==> src/rtl/demux1to4_buf_pkg.sv <==
// demux1to4_buf_pkg: shared channel count, select width, pointer-width and channel-offset helpers
package demux1to4_buf_pkg;
  localparam int NUM_CH = 4;
  localparam int SEL_W = 2;
  function automatic int ptr_w(input int depth);
    return $clog2(depth);
  endfunction
  function automatic int ch_off(input int k, input int width);
    return k * width;
  endfunction
endpackage

==> src/rtl/demux1to4_buf_chan_fifo.sv <==
// chan_fifo: DEPTH-entry sync FIFO (clk, rst_n, push/din in, pop in, full/empty/head out); push when full and pop when empty are ignored
module chan_fifo
  import demux1to4_buf_pkg::*;
#(
  parameter int WIDTH = 8,
  parameter int DEPTH = 2
) (
  input  logic             clk,
  input  logic             rst_n,
  input  logic             push,
  input  logic             pop,
  input  logic [WIDTH-1:0] din,
  output logic             full,
  output logic             empty,
  output logic [WIDTH-1:0] head
);
  localparam int PW = ptr_w(DEPTH);
  logic [WIDTH-1:0] mem [DEPTH];
  logic [PW-1:0] wr_ptr, rd_ptr;
  logic [PW:0] count;
  logic push_e, pop_e;
  assign full = count == (PW+1)'(DEPTH);
  assign empty = count == '0;
  assign push_e = push & ~full;
  assign pop_e = pop & ~empty;
  assign head = mem[rd_ptr];
  always_ff @(posedge clk)
    if (push_e) mem[wr_ptr] <= din;
  always_ff @(posedge clk or negedge rst_n)
    if (!rst_n) begin
      wr_ptr <= '0;
      rd_ptr <= '0;
      count <= '0;
    end else begin
      wr_ptr <= push_e ? wr_ptr + 1'b1 : wr_ptr;
      rd_ptr <= pop_e ? rd_ptr + 1'b1 : rd_ptr;
      count <= (push_e & ~pop_e) ? count + 1'b1 : (~push_e & pop_e) ? count - 1'b1 : count;
    end
endmodule

==> src/rtl/demux1to4_buf.sv <==
// demux1to4_buf: registered 1-to-4 demux (in_data/in_sel/in_valid -> in_ready; four FIFOs -> out_data/out_valid, out_ready), async active-low rst_n
module demux1to4_buf
  import demux1to4_buf_pkg::*;
#(
  parameter int WIDTH = 8,
  parameter int DEPTH = 2
) (
  input  logic                    clk,
  input  logic                    rst_n,
  input  logic [WIDTH-1:0]        in_data,
  input  logic [SEL_W-1:0]        in_sel,
  input  logic                    in_valid,
  output logic                    in_ready,
  output logic [NUM_CH*WIDTH-1:0] out_data,
  output logic [NUM_CH-1:0]       out_valid,
  input  logic [NUM_CH-1:0]       out_ready
);
  logic [NUM_CH-1:0] full, empty, push;
  logic [WIDTH-1:0] head [NUM_CH];
  assign in_ready = rst_n & ~full[in_sel];
  for (genvar k = 0; k < NUM_CH; k++) begin : g_ch
    assign push[k] = in_valid & in_ready & (in_sel == SEL_W'(k));
    chan_fifo #(.WIDTH(WIDTH), .DEPTH(DEPTH)) u_fifo (
      .clk(clk),
      .rst_n(rst_n),
      .push(push[k]),
      .pop(out_ready[k]),
      .din(in_data),
      .full(full[k]),
      .empty(empty[k]),
      .head(head[k])
    );
    assign out_valid[k] = ~empty[k];
    assign out_data[ch_off(k, WIDTH) +: WIDTH] = empty[k] ? '0 : head[k];
  end
endmodule

==> config.mk <==
export PLATFORM = sky130hd
export DESIGN_NAME = demux1to4_buf
export DESIGN_NICKNAME = d
export VERILOG_FILES = /design/src/rtl/demux1to4_buf_pkg.sv /design/src/rtl/demux1to4_buf_chan_fifo.sv /design/src/rtl/demux1to4_buf.sv
export SDC_FILE = /design/constraint.sdc
export NUM_CORES = 1
export LEC_CHECK = 0
export CORE_MARGIN = 2
export CORE_UTILIZATION = 48
export CTS_CLUSTER_DIAMETER = 100
export DETAILED_ROUTE_END_ITERATION = 12
export GPL_TIMING_DRIVEN = 0
export PLACE_DENSITY = 0.76
export SETUP_SLACK_MARGIN = 0.15
export SLEW_MARGIN = 0
export SYNTH_ARGS = -nofsm -noshare
export SYNTH_HDL_FRONTEND = slang
export SYNTH_SLANG_ARGS = --single-unit
==> constraint.sdc <==
create_clock -name clk -period 1.9 [get_ports clk]
set_input_delay 0.285 -clock clk [delete_from_list [all_inputs] [get_ports clk]]
set_output_delay 0.285 -clock clk [all_outputs]
set_load 0.01 [all_outputs]
# After elaboration in Yosys (flattened, before gate mapping)

Memories as Yosys holds them, arrays and structs flattened.
Index checks and enable logic that the tools add are counted.

$add $sub $neg: 16
Multiply operators: 0
Div/mod/pow operators: 0
Order comparisons: 1
Equality and inequality tests: 7
Shifts and indexed selects: 0
Multiplexer cells: 22
Bitwise gates (word level): 39
Reductions and logical operators: 9

Operators by type and width:

| operator              | count |
|---|---|
| $mux W8               | 4 |
| $and A1 B1 Y1         | 22 |
| $not A1 Y1            | 17 |
| $mux W2               | 8 |
| $eq A2 B2 Y1 const B  | 6 |
| $logic_not A2 Y1      | 5 |
| $mux W1               | 9 |
| $add A1 B1 Y1 const B | 8 |
| $add A2 B1 Y2 const B | 4 |
| $reduce_bool A2 Y1    | 4 |
| $sub A2 B1 Y2 const B | 4 |
| $lt A2 B3 Y1 const B  | 1 |
| $bmux W1 S2           | 1 |
| $eq A2 B1 Y1 const B  | 1 |

Flip-flop bits (word level): 16
Bits in latches: 0
RAM bits: 64
Bits in read-only memories: 0
Input bits: 17
Output and inout port bits: 37
Logic and storage cells: 110
Memories kept: 4

Memory list:

| memory             | depth | width | read ports | clocked after memory_dff | write ports | line                          | text |
|---|---|---|---|---|---|---|---|
| g_ch[0].u_fifo.mem | 2     | 8     | 1          | 0                        | 1           | demux1to4_buf_chan_fifo.sv:18 | `logic [WIDTH-1:0] mem [DEPTH];` |
| g_ch[1].u_fifo.mem | 2     | 8     | 1          | 0                        | 1           | demux1to4_buf_chan_fifo.sv:18 |  |
| g_ch[2].u_fifo.mem | 2     | 8     | 1          | 0                        | 1           | demux1to4_buf_chan_fifo.sv:18 |  |
| g_ch[3].u_fifo.mem | 2     | 8     | 1          | 0                        | 1           | demux1to4_buf_chan_fifo.sv:18 |  |

# Longest topological paths before layout

Depth after elaboration: 12
Depth in mapped cells: 7
Mapped depth without buffers: 6

# Hierarchy

A second synthesis with hierarchy kept.

Cells, all modules: 220
Area, all modules: 3408.3 µm²

By module, submodules not included:

| module        | times used | cells an instance | area each (µm²) | sequential area each (µm²) |
|---|---|---|---|---|
| chan_fifo     | 4          | 44                | 782.0           | 580.6 |
| demux1to4_buf | 1          | 44                | 280.3           | 0.0 |

# Worst setup path before layout

OpenSTA, ideal clock, no wires.

Path type: register to register
Start point: register g_ch[3].u_fifo.count[0]
End point: memory g_ch[3].u_fifo.mem[0][0] (enable)
Library setup time: 395 ps
Arrival: 1539 ps
Data required time: 1505 ps
Setup slack: -33 ps
Cell stages (with the launch flop): 4
Path buffers: 1
Clock period less this slack: 1933 ps
Cells stage by stage: dfrtp_1 -> clkbuf_1 -> nor2b_1 -> nor4_1

Word-level cells in the longest chain between the ends: 10
Elaborated cells between the ends (all ways): 11
Those cells by class: eq/ne: 1; mux: 4; bitwise: 6

Ends and longest elaborated chain:

| what                            | line                          | text |
|---|---|---|
| from (decl)                     | demux1to4_buf_chan_fifo.sv:20 | `logic [PW:0] count;` |
| from (signal assigned)          | demux1to4_buf_chan_fifo.sv:37 | `count <= (push_e & ~pop_e) ? count + 1'b1 : (~push_e & pop_e) ? count - 1'b1 : count;` |
| $eq A2 B2 Y1 *                  | demux1to4_buf_chan_fifo.sv:22 | `assign full = count == (PW+1)'(DEPTH);` |
| $bmux W1 S2                     | demux1to4_buf.sv:20           | `assign in_ready = rst_n & ~full[in_sel];` |
| $mux W1 (not written as such)   | demux1to4_buf.sv:20           |  |
| $not A1 Y1                      | demux1to4_buf.sv:20           |  |
| $and A1 B1 Y1                   | demux1to4_buf.sv:20           |  |
| $and A1 B1 Y1 (2 in a row)      | demux1to4_buf.sv:22           | `assign push[k] = in_valid & in_ready & (in_sel == SEL_W'(k));` |
| $and A1 B1 Y1 *                 | demux1to4_buf_chan_fifo.sv:24 | `assign push_e = push & ~full;` |
| $mux W1 *                       | demux1to4_buf_chan_fifo.sv:28 | `if (push_e) mem[wr_ptr] <= din;` |
| $mux W1 (not written as such) * | demux1to4_buf_chan_fifo.sv:28 |  |
| to (decl)                       | demux1to4_buf_chan_fifo.sv:18 |  |

Every way passes the cells marked *; elsewhere a longest branch is shown, timed or not. The select of a mux whose other input is x is not followed.

# Worst setup path after layout

Start point: register g_ch[0].u_fifo.count[0]
End point: output port in_ready

Word-level cells in the longest chain between the ends: 5

Ends and longest elaborated chain:

| what                          | line                          | text |
|---|---|---|
| from (decl)                   | demux1to4_buf_chan_fifo.sv:20 |  |
| from (signal assigned)        | demux1to4_buf_chan_fifo.sv:37 |  |
| $eq A2 B2 Y1                  | demux1to4_buf_chan_fifo.sv:22 |  |
| $bmux W1 S2                   | demux1to4_buf.sv:20           |  |
| $mux W1 (not written as such) | demux1to4_buf.sv:20           |  |
| $not A1 Y1                    | demux1to4_buf.sv:20           |  |
| $and A1 B1 Y1                 | demux1to4_buf.sv:20           |  |
| to (decl)                     | demux1to4_buf.sv:13           | `output logic in_ready,` |

Every way passes these cells. The select of a mux whose other input is x is not followed.

==> results.py <==
metrics = {
    "run_status": {
        "status": "completed",
    },
    "clocking": {
        "clk_pin_slew_worst_paths_ps": 80,
        "cts_buffers": 9,
        "cts_max_path_buffers": 2,
        "clk_latency_ps": 350,
        "h-tree-depth": 3,
        "cts-root-buf": "clkbuf_8",
        "cts_sinks": 80,
        "cts_tree": "built",
    },
    "cells_and_area": {
        "fin_area_sq_um": 4493,
        "layout_commonest_cell": "edfxtp_1",
        "final_cell_mix": "edfxtp_1, nor2_1, mux2i_1",
        "seqCellArea_sq_um": 2326,
        "fillers": 485,
        "diodes": 0,
        "drive_above_1_share_pct": 29.81,
        "fin_nets": 328,
        "multi_input_area_sq_um": 1042,
        "syn_to_final_growth_pct": 35.77,
    },
    "critical_path": {
        "critPathKind": "flip-flop to primary output",
        "crit_path_start_kind": "flip-flop",
        "critical_path_arrival_ps": 1510,
        "cp_data_required_time_ps": 1620,
        "path_max_fanout": 3,
        "critPathCaptureType": "primary output",
    },
    "timing": {
        "slew_headroom_pct": 48.09,
        "setup_viol": 0,
        "worst_pin_slew_ps": 776.0,
        "fmax_mhz": 556.2,
        "post-route-min-period_ps": 1798,
        "rsz0062_at_grt": "yes",
        "setup-tns-final_ps": 0,
        "hold_viol": 0,
        "final.period_utilization_pct": 94.63,
        "finClkSkew_ps": 11.83,
        "slew_viol_final": 0,
    },
    "floorplanning": {
        "fp.coreArea_sq_um": 6719,
        "die_y_um": 87.04,
        "ios": 54,
        "initial_core_util_pct": 49.26,
        "die_width_um": 87.04,
        "dieArea_sq_um": 7575,
        "num_rows": 30,
    },
    "yosys": {
        "yosysUniqueCellTypes": 28,
        "synth_cells": 216,
        "ys_warn_count": 0,
        "synth_area_leaders": "edfxtp_1, dfrtp_1, mux2i_1, nor2_1, xor2_1",
        "synth_seq_area_share_pct": 70.17,
        "syn_nets": 237,
        "netlist_area_sq_um": 3309,
        "synth_edf_count": 64,
        "synth_top_cell_by_area": "edfxtp_1",
        "ys.flop_type": "edfxtp_1",
        "avgSynthCellArea_sq_um": 15.32,
        "ys_ff_latch": 80,
        "synth_async_sr_flop_share_pct": 20.00,
        "synth_top_area_share_pct": 58.07,
    },
    "worst_hold_path": {
        "min_path_type": "primary input to flip-flop",
    },
    "global_routing": {
        "grt_pass1_vias": 1982,
        "grt_use_total_pct": 18.70,
        "grt_first_pass_wirelength_um": 10160,
        "grt_max_degree": 17,
        "antenna_found_initial": 0,
        "grt-ovfl-total": 0,
    },
    "detailed_routing": {
        "firstDrtPassIters": 4,
        "routed_wirelength_um": 6707,
        "drt_iter0_drc": 91,
        "drcViolationCount": 0,
        "detail_route.vias_per_cell": 5.094,
        "antenna_left": 0,
        "wl_per_cell_um": 17.11,
        "vias": 1997,
    },
    "pwr": {
        "total_leakage_power_nw": 1.788,
        "ir_worst_vdd_mv": 0.6645,
        "powerDensity_nw_per_um2": 1465,
    },
    "flow_run": {
        "drv_cap": 0,
    },
    "place": {
        "dpl_cell_area_sq_um": 3946,
        "place.detailed.hpwl_um": 4012,
        "gp_congestion": 0.7118,
        "io_buffers": 53,
    },
}
-- report_power, final --
part / switching [mW] / internal (mW) / total [mW]
clock: 0.590 / 0.871 / 1.46
sequential: 0.218 / 2.14 / 2.35
combinational: 1.29 / 1.48 / 2.77
-- path summary, 6_finish.rpt --
| check | start | end | slack (ps) | cells after the start |
|---|---|---|---|---|
| hold / removal | rst_n | g_ch[3].u_fifo.wr_ptr | 460 | 4 |
| min in group asynchronous | rst_n | g_ch[1].u_fifo.wr_ptr | 590 | 2 |
| setup / recovery | g_ch[0].u_fifo.count[0] | in_ready | 100 | 5 |
| setup reg to reg | g_ch[0].u_fifo.count[0] | g_ch[0].u_fifo.mem[1][0] | 120 | 6 |
| max in group asynchronous | rst_n | g_ch[0].u_fifo.count[1] | 770 | 2 |
| hold reg to reg | g_ch[2].u_fifo.wr_ptr | g_ch[2].u_fifo.wr_ptr | 540 | 1 |
-- sequential cells by signal (all words and copies together) (netlist names) --
signal and flops:
g_ch.u_fifo.count 8, g_ch.u_fifo.rd_ptr 4, g_ch.u_fifo.mem 64, g_ch.u_fifo.wr_ptr 4
-- critical path, cell delays in order, from the launching register on --
cell and delay [ps]:
dfrtp_1 370, buf_6 120, or3b_4 360, a21oi_2 110
nor3_1 60, buf_2 140
-- repair_timing --
action	4_1_cts	5_1_grt
setup endpoints to repair	113	55
buffers inserted	16	8
pin swaps	8	8
hold buffers	1	0
endpoints found under the hold margin	16	0
gates cloned	0	2
resized for setup	97	58
-- cell usage after synthesis (2+ instances only) --
cell      number
edfxtp_1      64
nor2_1        40
mux2i_1       32
dfrtp_1       16
xor2_1        12
xnor2_1        8
nor2b_1        6
o21ai_0        5
and2_1         4
buf_2          4
ha_1           4
inv_1          4
nor4b_4        2
-- metrics by stage --
step	util (%)	setup WS, ps	instances	hold slack, ps	power [mW]
after detailed placement	58.73	-1332	349	477.8	4.627
after floorplan	-	183.1	216	-10.59	3.603
after global routing	66.87	44.47	392	476.3	6.936
after global placement	58.73	-1265	349	470.0	4.567
final	66.87	102.0	392	459.5	6.585
after CTS	65.03	51.73	382	525.2	6.296
-- metal layers --
layer	GRT usage (%)	wire, um	vias up
met3	3.602	234	10
met5	0	0	-
met2	30.19	3416	48
li1	-	-	951
met4	8.949	122	0
met1	24.39	2933	988
-- layout make-up --
| class | count | area share [%] |
|---|---|---|
| multi-input cells | 124 | 23.20 |
| plain buffers | 7 | 1.671 |
| well taps | 80 | 2.228 |
| inverters | 5 | 0.4177 |
| repair buffers | 80 | 15.46 |
| flip-flops and latches | 80 | 51.77 |
| clock inverters | 6 | 2.423 |
| clock buffers | 10 | 2.840 |
-- kinds of logic (layout without fill, tap and decap cells) --
group,Yosys count,after routing,synth area share (%)
AOI/OAI and AO/OA,7,7,1.739
xor gates and xnor gates,20,20,5.293
adders and majority gates,4,4,1.512
buffers and inverters,12,108,1.663
DFF,80,80,70.17
muxes,32,32,9.679
and+or+nand+nor,61,61,9.944
Note: power is estimated with default switching activity, not from simulation.
